`src/rtl/alu_arbiter_pkg.sv`:
```
// Shared definitions for the two-port ALU arbiter: datapath width, ALU op codes
// and FSM state encodings.
package alu_arbiter_pkg;

  localparam int WIDTH = 16;

  typedef enum logic [1:0] {
    OP_ADD = 2'b00,
    OP_SUB = 2'b01,
    OP_AND = 2'b10,
    OP_OR  = 2'b11
  } op_e;

  typedef enum logic [1:0] {
    IDLE = 2'b00,
    EXEC = 2'b01,
    RESP = 2'b10
  } state_e;

endpackage

```
`src/rtl/alu_arbiter_if.sv`:
```
// Request/response bundle between two requesters and the ALU arbiter.
interface alu_arbiter_if #(
  parameter int WIDTH = alu_arbiter_pkg::WIDTH
);

  // Handshake: a request transfers on a cycle where reqN_valid and reqN_ready are
  // both high; valid must stay high with stable op/a/b until that cycle, and the
  // result comes back later as a one-cycle rspN_valid pulse with rsp_data/rsp_cout.
  logic             req0_valid;
  logic             req0_ready;
  logic [1:0]       req0_op;
  logic [WIDTH-1:0] req0_a;
  logic [WIDTH-1:0] req0_b;

  logic             req1_valid;
  logic             req1_ready;
  logic [1:0]       req1_op;
  logic [WIDTH-1:0] req1_a;
  logic [WIDTH-1:0] req1_b;

  logic             rsp0_valid;
  logic             rsp1_valid;
  logic [WIDTH-1:0] rsp_data;
  logic             rsp_cout;
  logic             busy;

  modport master (
    output req0_valid, req0_op, req0_a, req0_b,
    output req1_valid, req1_op, req1_a, req1_b,
    input  req0_ready, req1_ready,
    input  rsp0_valid, rsp1_valid, rsp_data, rsp_cout, busy
  );

  modport slave (
    input  req0_valid, req0_op, req0_a, req0_b,
    input  req1_valid, req1_op, req1_a, req1_b,
    output req0_ready, req1_ready,
    output rsp0_valid, rsp1_valid, rsp_data, rsp_cout, busy
  );

endinterface

```
`src/rtl/alu_arbiter_alu.sv`:
```
// Shared 16-bit ALU: add, subtract (a-b via a + ~b + 1), AND, OR.
// cout is the raw adder carry; callers mask it for logic ops.
module alu_arbiter_alu
  import alu_arbiter_pkg::*;
(
  input  logic [1:0]       op_i,
  input  logic [WIDTH-1:0] i0_i,
  input  logic [WIDTH-1:0] i1_i,
  output logic [WIDTH-1:0] o_o,
  output logic             cout_o
);

  logic [WIDTH-1:0] b_eff;
  logic [WIDTH:0]   sum;

  always_comb begin
    // op[0] selects subtract: invert b and use it as the carry-in
    b_eff  = op_i[0] ? ~i1_i : i1_i;
    sum    = {1'b0, i0_i} + {1'b0, b_eff} + {{WIDTH{1'b0}}, op_i[0]};
    cout_o = sum[WIDTH];
    case (op_i)
      OP_AND:  o_o = i0_i & i1_i;
      OP_OR:   o_o = i0_i | i1_i;
      default: o_o = sum[WIDTH-1:0];
    endcase
  end

endmodule

```
`src/rtl/alu_arbiter.sv`:
```
// Round-robin arbiter sharing one ALU between two requesters:
// IDLE accepts one request, EXEC computes from latched operands, RESP pulses the result.
module alu_arbiter #(
  parameter int WIDTH = alu_arbiter_pkg::WIDTH
) (
  input  logic                    clk,
  input  logic                    reset,
  alu_arbiter_if.slave            bus,
  output alu_arbiter_pkg::state_e dbg_state_o
);

  import alu_arbiter_pkg::*;

  state_e           state_q, state_d;
  logic             last_grant_q;
  logic             gnt_q;
  logic [1:0]       op_q;
  logic [WIDTH-1:0] a_q, b_q;
  logic [WIDTH-1:0] rsp_data_q;
  logic             rsp_cout_q;

  logic             sel;
  logic             load;
  logic [WIDTH-1:0] alu_o;
  logic             alu_cout;

  // On a tie the port not served last time wins; otherwise the lone valid port.
  assign sel = (bus.req0_valid & bus.req1_valid) ? ~last_grant_q : bus.req1_valid;

  alu_arbiter_alu u_alu (
    .op_i   (op_q),
    .i0_i   (a_q),
    .i1_i   (b_q),
    .o_o    (alu_o),
    .cout_o (alu_cout)
  );

  // Every output is held low while reset is high so an abandoned op never responds.
  always_comb begin
    state_d        = state_q;
    load           = 1'b0;
    bus.req0_ready = 1'b0;
    bus.req1_ready = 1'b0;
    bus.rsp0_valid = 1'b0;
    bus.rsp1_valid = 1'b0;
    bus.busy       = 1'b0;
    if (!reset) begin
      case (state_q)
        IDLE: begin
          bus.req0_ready = bus.req0_valid & ~sel;
          bus.req1_ready = bus.req1_valid & sel;
          load           = bus.req0_valid | bus.req1_valid;
          if (load) state_d = EXEC;
        end
        EXEC: begin
          bus.busy = 1'b1;
          state_d  = RESP;
        end
        RESP: begin
          bus.busy       = 1'b1;
          bus.rsp0_valid = ~gnt_q;
          bus.rsp1_valid = gnt_q;
          state_d        = IDLE;
        end
        default: state_d = IDLE;
      endcase
    end
  end

  always_ff @(posedge clk) begin
    if (reset) begin
      state_q      <= IDLE;
      last_grant_q <= 1'b1;
      gnt_q        <= 1'b0;
      op_q         <= 2'b00;
      a_q          <= '0;
      b_q          <= '0;
      rsp_data_q   <= '0;
      rsp_cout_q   <= 1'b0;
    end else begin
      state_q <= state_d;
      if (load) begin
        gnt_q        <= sel;
        last_grant_q <= sel;
        op_q         <= sel ? bus.req1_op : bus.req0_op;
        a_q          <= sel ? bus.req1_a  : bus.req0_a;
        b_q          <= sel ? bus.req1_b  : bus.req0_b;
      end
      if (state_q == EXEC) begin
        rsp_data_q <= alu_o;
        rsp_cout_q <= alu_cout & ~op_q[1];
      end
    end
  end

  assign bus.rsp_data = rsp_data_q;
  assign bus.rsp_cout = rsp_cout_q;
  assign dbg_state_o  = state_q;

endmodule

```
`src/flat_wrapper.sv`:
```
// flat-port wrapper written by rule: the top's interface ports become plain ports
module alu_arbiter_flat import alu_arbiter_pkg::*;
#(
  parameter int WIDTH = alu_arbiter_pkg::WIDTH
)
  (clk, reset, dbg_state_o, bus_req0_valid, bus_req0_op, bus_req0_a, bus_req0_b, bus_req1_valid, bus_req1_op, bus_req1_a, bus_req1_b, bus_req0_ready, bus_req1_ready, bus_rsp0_valid, bus_rsp1_valid, bus_rsp_data, bus_rsp_cout, bus_busy);
  alu_arbiter_if #(.WIDTH(WIDTH)) bus_i ();
  input  logic clk;
  input  logic reset;
  output alu_arbiter_pkg::state_e dbg_state_o;
  input wire logic [$bits(bus_i.req0_valid)-1:0] bus_req0_valid;
  input wire logic [$bits(bus_i.req0_op)-1:0] bus_req0_op;
  input wire logic [$bits(bus_i.req0_a)-1:0] bus_req0_a;
  input wire logic [$bits(bus_i.req0_b)-1:0] bus_req0_b;
  input wire logic [$bits(bus_i.req1_valid)-1:0] bus_req1_valid;
  input wire logic [$bits(bus_i.req1_op)-1:0] bus_req1_op;
  input wire logic [$bits(bus_i.req1_a)-1:0] bus_req1_a;
  input wire logic [$bits(bus_i.req1_b)-1:0] bus_req1_b;
  output wire logic [$bits(bus_i.req0_ready)-1:0] bus_req0_ready;
  output wire logic [$bits(bus_i.req1_ready)-1:0] bus_req1_ready;
  output wire logic [$bits(bus_i.rsp0_valid)-1:0] bus_rsp0_valid;
  output wire logic [$bits(bus_i.rsp1_valid)-1:0] bus_rsp1_valid;
  output wire logic [$bits(bus_i.rsp_data)-1:0] bus_rsp_data;
  output wire logic [$bits(bus_i.rsp_cout)-1:0] bus_rsp_cout;
  output wire logic [$bits(bus_i.busy)-1:0] bus_busy;
  assign bus_i.req0_valid = bus_req0_valid;
  assign bus_i.req0_op = bus_req0_op;
  assign bus_i.req0_a = bus_req0_a;
  assign bus_i.req0_b = bus_req0_b;
  assign bus_i.req1_valid = bus_req1_valid;
  assign bus_i.req1_op = bus_req1_op;
  assign bus_i.req1_a = bus_req1_a;
  assign bus_i.req1_b = bus_req1_b;
  assign bus_req0_ready = bus_i.req0_ready;
  assign bus_req1_ready = bus_i.req1_ready;
  assign bus_rsp0_valid = bus_i.rsp0_valid;
  assign bus_rsp1_valid = bus_i.rsp1_valid;
  assign bus_rsp_data = bus_i.rsp_data;
  assign bus_rsp_cout = bus_i.rsp_cout;
  assign bus_busy = bus_i.busy;
  alu_arbiter #(.WIDTH(WIDTH)) u_core (.clk(clk), .reset(reset), .bus(bus_i), .dbg_state_o(dbg_state_o));
endmodule
```
`config.mk`:
```
export PLATFORM = sky130hd
export DESIGN_NAME = alu_arbiter_flat
export DESIGN_NICKNAME = d
export VERILOG_FILES = /design/src/rtl/alu_arbiter_pkg.sv /design/src/rtl/alu_arbiter_if.sv /design/src/rtl/alu_arbiter_alu.sv /design/src/rtl/alu_arbiter.sv /design/src/flat_wrapper.sv
export SDC_FILE = /design/constraint.sdc
export NUM_CORES = 1
export LEC_CHECK = 0
export CAP_MARGIN = 10
export CORE_MARGIN = 5
export CORE_UTILIZATION = 34
export CTS_BUF_LIST = sky130_fd_sc_hd__clkbuf_8
export DETAILED_ROUTE_END_ITERATION = 8
export PLACE_DENSITY = 0.62
export SLEW_MARGIN = 0
export SYNTH_ARGS = -nofsm -noshare
export SYNTH_HDL_FRONTEND = slang
export SYNTH_HIERARCHICAL = 1
export SYNTH_SLANG_ARGS = --single-unit
```
`constraint.sdc`:
```
create_clock -name clk -period 3.5 [get_ports clk]
set_clock_uncertainty 0.1 [all_clocks]
set_input_delay 0.7 -clock clk [delete_from_list [all_inputs] [get_ports clk]]
set_output_delay 0.7 -clock clk [all_outputs]
set_load 0.02 [all_outputs]
```
==> results of run 1 <==
## area by class of cell
| class | count | area, µm² | area share [%] |
|---|---|---|---|
| well taps | 143 | 178.9 | 3.552 |
| multi-input cells | 337 | 2624 | 52.09 |
| repair buffers | 101 | 1008 | 20.02 |
| flip-flops and latches | 55 | 1101 | 21.86 |
| clock inverters | 2 | 16.27 | 0.3229 |
| clock buffers | 6 | 82.58 | 1.639 |
| inverters | 7 | 26.28 | 0.5216 |
## Yosys cell counts (5+ instances only)
cell / number
sky130_fd_sc_hd__o21ai_0: 19
sky130_fd_sc_hd__nor3_1: 5
sky130_fd_sc_hd__nand2_1: 21
sky130_fd_sc_hd__a21o_1: 8
sky130_fd_sc_hd__nand2b_1: 39
sky130_fd_sc_hd__a21oi_1: 16
sky130_fd_sc_hd__mux2i_1: 86
sky130_fd_sc_hd__nor2_1: 28
sky130_fd_sc_hd__dfxtp_1: 55
sky130_fd_sc_hd__maj3_1: 11
sky130_fd_sc_hd__ha_1: 24
sky130_fd_sc_hd__xor2_1: 19
sky130_fd_sc_hd__clkbuf_1: 11
sky130_fd_sc_hd__inv_1: 7
sky130_fd_sc_hd__nand3_1: 8
## power by group
group	switching, W	internal [W]	total (W)
registers	0.0000993	0.000721	0.000820
logic	0.000533	0.000518	0.00105
clock network	0.000222	0.000162	0.000384
total	0.000855	0.00140	0.00226
## state kept, by name (all words and copies together), names as in the netlist
name,count
u_core/a_q,16
u_core/b_q,16
u_core/bus.rsp_cout,1
u_core/bus.rsp_data,16
u_core/dbg_state_o,2
u_core/gnt_q,1
u_core/last_grant_q,1
u_core/op_q,2
## worst paths after layout
kind	slack, ps	start	endpoint
worst min-delay path	380	u_core/bus.rsp_cout	u_core/bus.rsp_cout
worst max register to register	450	u_core/op_q[0]	u_core/bus.rsp_data[15]
worst max-delay path	450	u_core/op_q[0]	u_core/bus.rsp_data[15]
worst min register to register	380	u_core/bus.rsp_cout	u_core/bus.rsp_cout
## per-stage QoR
step	instances	util, %	setup WS, ps	area, µm²
CTS	651	44.31	407.4	5037
global placement	643	43.44	469.1	4938
detailed placement	643	43.44	432.1	4938
global route	651	44.31	201.9	5037
finish	651	44.31	451.4	5037
floorplan	422	-	325.4	3910
## metal layers
| layer | global-route usage [%] | share of wire (%) | vias to the layer above |
|---|---|---|---|
| li1 | - | - | 1670 |
| met1 | 20.80 | 51 | 1457 |
| met2 | 19.61 | 42 | 99 |
| met3 | 2.776 | 5.3 | 5 |
| met4 | 3.670 | 0.82 | 0 |
| met5 | 0 | 0 | - |
## worst min-delay path, stage by stage, from the launching register on
cell,delay (ps)
sky130_fd_sc_hd__dfxtp_1,320
sky130_fd_sc_hd__nand2b_1,60
sky130_fd_sc_hd__a21oi_1,50
## logic make-up after synthesis
family                   Yosys count  synth area share (%)
XOR/XNOR                          22                 4.928
AND/OR/NAND/NOR                  122                 16.80
adder cells (fa/ha/maj)           36                 11.01
AO/OA/AOI/OAI                     69                 11.68
flip-flops                        55                 28.16
multiplexers                      88                 22.69
buffers and inverters             30                 4.736
==> implementation parameters, run 1 <==
Parameter                              Value

CTS
  Number of buffers created by CTS    5
  Clock Latency Late Sink    roughly 320 ps
  Clock-pin slew reported for the worst setup and hold paths after clock tree synthesis    ~100 ps
  # hold bufs at CTS    0
  TritonCTS clock tree    built
  Clock tree sinks    55
  Number of gates resized after CTS    0
  Maximum level of the CTS H-tree    2
  Root Buffer Master    sky130_fd_sc_hd__clkbuf_8
  Buffer depth of the longest clock path    2
  Post-CTS setup buffer count    0

STA
  Worst max-slew margin expressed relative to the limit    33.48%
  Period utilization    87.10%
  Final critical-path required period    3049 ps
  Worst Tran Pin Value    997.8 ps
  Max-slew violations    0
  Worst hold slack after final layout    about 380 ps
  Post-route setup TNS    0 ps
  Setup repair after global routing missed its margin    no
  Count of final setup violators    0
  Hold Vio Cnt, Final    0
  Fmax achieved    0.3280 GHz

Setup path
  Total stage count of the critical path    10
  Worst Reg-to-Reg Cells    10
  Crit-path max cell delay    between 500 and 600 ps
  Critical Path Source Type    register
  Required time of the worst setup path    around 3700 ps
  Biggest fanout along the worst timing path    25
  Worst-path cell with the longest stage delay    sky130_fd_sc_hd__dfxtp_1
  Critical path type    reg2reg
  Crit path max-delay family    simple AND/OR/NAND/NOR gates
  Data arrival at the endpoint of the critical path    between 3000 and 4000 ps
  Buf/Inv on CP    1
  Crit-path cells    buf_12 -> xor2_1 -> ha_1 -> and4_1 -> a211o_1 -> o2bb2ai_1 -> nor3_1 -> nor3b_1 -> mux2i_1 -> nor2_1
  Kind of end point of the critical path    register

Cells and area
  Commonest cells after routing, fill and taps aside    95 x sky130_fd_sc_hd__clkdlybuf4s50_1, 86 x sky130_fd_sc_hd__mux2i_1, 55 x sky130_fd_sc_hd__dfxtp_1
  Layout overhead on the synthesized area    28.83%
  Most common cell after layout, fill and taps aside    sky130_fd_sc_hd__clkdlybuf4s50_1
  Ant diodes    0
  Share of layout cells above drive strength 1    about 4.5%
  Number of nets in the final layout    604
  Filler Cells Inserted    between 1000 and 1500

Die
  Boundary pin count    96
  Row count    39
  Die extent in x    between 100 and 150 µm
  Total die area    around 14000 µm²
  Starting density of the core    34.39%
  Floorplan die height    117.2 µm
  Area inside the core boundary    roughly 11000 µm²

Synth
  Cells taking the most area after synthesis    sky130_fd_sc_hd__dfxtp_1 28%, sky130_fd_sc_hd__mux2i_1 22%, sky130_fd_sc_hd__ha_1 7.7%
  Number of library cell types mapped by synthesis    57
  FFs w/ async S/R, synth    0%
  Net count after synthesis    approximately 520
  Share of synthesized area occupied by flip-flops and latches    28.16%
  Synthesized instance count    between 400 and 500
  Cell type with the largest total area after synthesis    sky130_fd_sc_hd__dfxtp_1
  EDFF count, synth    0
  Synthesized area    3910 µm²
  Average size of a mapped cell    9.265 µm²
  Main synth FF type    sky130_fd_sc_hd__dfxtp_1
  Total number of yosys warnings    6
  Flip-flop and latch count after synthesis    55
  Area share of the leading cell type in the synthesized netlist    between 20% and 30%

Route
  ANT nets after route    0
  Final routed DRC violation total    0
  WL final    between 9000 and 10000 µm
  Vias per std cell    a little under 5
  Vias after detailed routing    3231
  Initial drt markers    82
  Routed wire per std cell    14.28 µm
  Detailed Routing Iterations Pass 1    4

Pwr
  Maximum resistive drop on vdd    between 0.2 and 0.25 mV
  Final total power    roughly 0.0023 W
  Static Leakage    about 2.2 nW
  Power per standard cell area    447.8 nW/µm²

GRT
  GRT Total Usage    between 10% and 20%
  Antenna violations before repair    0
  First-pass GRT wire length    ~15000 µm
  Global route overflow    0
  Pin count of the biggest net entering global routing    37
  Vias in the first global route    just over 3000

Hold path
  WHS Path Cells    2
  Hold WC Path Type    reg2reg

Placed design
  Post-detail-place hpwl    approximately 7300 µm
  Number of port buffers    95
  Final Wtd Congestion    around 0.84

Run status
  Run status    finished, final reports clean

Run
  Max Cap Viol    0
Power figures use the tool's default switching activity.
==> run 2, diff against run 1 <==
CTS_BUF_LIST = sky130_fd_sc_hd__clkbuf_8 sky130_fd_sc_hd__clkbuf_16   (was sky130_fd_sc_hd__clkbuf_8)
==> run 2 against run 1 <==
Sequential share of layout area shrank 0.24 points. Utilization grew 0.50 points. Die area is the same. Final cell count is the same. Global-route usage grew 0.053 points. Final area grew 1.1%. Critical path depth is the same. Register-to-register slack is essentially flat. Sequential power is essentially flat. Highest routed layer unchanged.
==> implementation parameters, run 2 (same netlist as run 1, synthesis figures left out) <==
Parameter                              Value

Route
  Final routed DRC violation total    0 (unchanged)
  Met1 WL    4703 µm (-1.5%)
  Vias per std cell    4.975 (+0.25%)
  Initial drt markers    110 (+34%)
  Detailed Routing Iterations Pass 1    4 (unchanged)
  WL final    9327 µm (+0.34%)
  Routed wire per std cell    14.33 µm (+0.34%)
  Vias after detailed routing    3239 (+0.25%)
  Top Layer Used    met4
  ANT nets after route    0 (unchanged)
  Total length of routed met3 wires    538 µm (+8.2%)
  WL met2    4027 µm (+2.1%)

GRT
  GRT Total Usage    13.78% (+0.053 points)
  Pin count of the biggest net entering global routing    37 (unchanged)
  Global route overflow    0 (unchanged)
  Antenna violations before repair    0 (unchanged)
  Vias in the first global route    3069 (+0.098%)
  First-pass GRT wire length    15090 µm (+0.19%)

Cells and area
  Layout overhead on the synthesized area    30.27%
  Commonest cells after routing, fill and taps aside    95 x sky130_fd_sc_hd__clkdlybuf4s50_1, 86 x sky130_fd_sc_hd__mux2i_1, 55 x sky130_fd_sc_hd__dfxtp_1
  Number of nets in the final layout    604 (unchanged)
  Utilization after layout    44.80% (+0.50 points)
  Share of layout cells above drive strength 1    4.528% (unchanged)
  Ant diodes    0 (unchanged)
  Most common cell after layout, fill and taps aside    sky130_fd_sc_hd__clkdlybuf4s50_1

Hold path
  Hold wc startpoint    u_core/bus.rsp_cout
  Hold WC Path Type    reg2reg

CTS
  Number of buffers created by CTS    5 (unchanged)
  Number of gates resized after CTS    0 (unchanged)
  Post-CTS setup buffer count    0 (unchanged)
  Clock tree sinks    55 (unchanged)
  Maximum level of the CTS H-tree    2 (unchanged)
  TritonCTS clock tree    built
  Clock-pin slew reported for the worst setup and hold paths after clock tree synthesis    70 ps (-30 ps)
  Clock Latency Late Sink    300 ps (-20 ps)
  # hold bufs at CTS    0 (unchanged)
  Buffer depth of the longest clock path    2 (unchanged)
  Root Buffer Master    sky130_fd_sc_hd__clkbuf_16

Die
  Die extent in x    117.2 µm (unchanged)
  Floorplan die height    117.2 µm (unchanged)
  Row count    39 (unchanged)
  Total die area    13750 µm² (unchanged)
  Boundary pin count    96 (unchanged)
  Starting density of the core    34.39% (unchanged)
  Area inside the core boundary    11370 µm² (unchanged)

STA
  Count of final setup violators    0 (unchanged)
  Period utilization    86.82% (-0.29 points)
  Final critical-path required period    3039 ps (-9.977 ps)
  Fmax achieved    0.3291 GHz (+0.33%)
  Worst Tran Pin Value    1012 ps (+14.01 ps)
  Setup repair after global routing missed its margin    no
  Min setup slack post-route    461.4 ps (+9.977 ps)
  Hold Vio Cnt, Final    0 (unchanged)
  Max-slew violations    0 (unchanged)
  Worst max-slew margin expressed relative to the limit    32.55% (-0.93 points)
  Post-route setup TNS    0 ps (unchanged)

Pwr
  Final total power    0.002393 W (+6.1%)
  Maximum resistive drop on vdd    0.1816 mV (-14%)
  Power per standard cell area    469.8 nW/µm² (+4.9%)
  Static Leakage    2.210 nW (+1.2%)

Setup path
  Reg-to-reg critical path startpoint    u_core/op_q[0]
  Required time of the worst setup path    3630 ps (-30 ps)
  Critical path type    reg2reg
  Kind of end point of the critical path    register
  Buf/Inv on CP    1 (unchanged)
  Worst-path cell with the longest stage delay    sky130_fd_sc_hd__dfxtp_1
  Biggest fanout along the worst timing path    25 (unchanged)
  Data arrival at the endpoint of the critical path    3170 ps (-40 ps)
  Crit-path cells    buf_12 -> xor2_1 -> ha_1 -> and4_1 -> a211o_1 -> o2bb2ai_1 -> nor3_1 -> nor3b_1 -> mux2i_1 -> nor2_1
  Crit-path max cell delay    530 ps (about the same)
  Crit path max-delay family    compound AO/OA/AOI/OAI gates
  Critical Path Source Type    register
  Setup crit start    u_core/op_q[0]

Placed design
  Final Wtd Congestion    0.8383 (unchanged)
  Number of port buffers    95 (unchanged)
  Placement Setup Slack    432.1 ps (unchanged)
  Post-detail-place hpwl    7272 µm (unchanged)

Run
  Max Cap Viol    0 (unchanged)

Run status
  Run status    finished, final reports clean
[run 2: layout make-up]
type                            count  area [µm²]
Sequential cell                    55        1101
Multi-Input combinational cell    337        2624
Clock inverter                      2       16.27
Timing Repair Buffer              101        1008
Tap cell                          143       178.9
Clock buffer                        6       138.9
Fill cell                        1124        6276
Inverter                            7       26.28
[run 2: power breakdown]
group | leakage [nW] | internal, W | switching [W] | total [W]
combinational | 1.68 | 0.000518 | 0.000532 | 0.00105
sequential | 0.453 | 0.000721 | 0.0000999 | 0.000821
clock | 0.0731 | 0.000287 | 0.000236 | 0.000522
[run 2: per-layer routing]
metal / GRT usage (%) / vias up
met2: 19.65 / 102
met3: 2.931 / 4
met4: 3.670 / 0
met1: 20.83 / 1466
li1: - / 1667
met5: 0 / -
[run 2: worst paths after layout]
check | end | slack [ps] | cells past startpoint
min | u_core/bus.rsp_cout | 370 | 2
max | u_core/bus.rsp_data[15] | 460 | 10
max reg2reg | u_core/bus.rsp_data[15] | 460 | 10
min reg2reg | u_core/bus.rsp_cout | 370 | 2
[run 2: worst reg2reg max path: stages, from the launching register on]
cell                        delay [ps]
sky130_fd_sc_hd__dfxtp_1           530
sky130_fd_sc_hd__buf_12            230
sky130_fd_sc_hd__xor2_1            220
sky130_fd_sc_hd__ha_1              310
sky130_fd_sc_hd__and4_1            200
sky130_fd_sc_hd__a211o_1           330
sky130_fd_sc_hd__o2bb2ai_1         410
sky130_fd_sc_hd__nor3_1            120
sky130_fd_sc_hd__nor3b_1           290
sky130_fd_sc_hd__mux2i_1           120
sky130_fd_sc_hd__nor2_1            110
[run 2: metrics by stage]
stage | cell area [µm²] | instances | hold slack [ps]
after floorplan | 3910 | 422 | 363.2
after global placement | 4938 | 643 | 360.3
after detailed placement | 4938 | 643 | 362.5
after CTS | 5094 | 651 | 375.7
after global routing | 5094 | 651 | 399.5
final | 5094 | 651 | 372.5
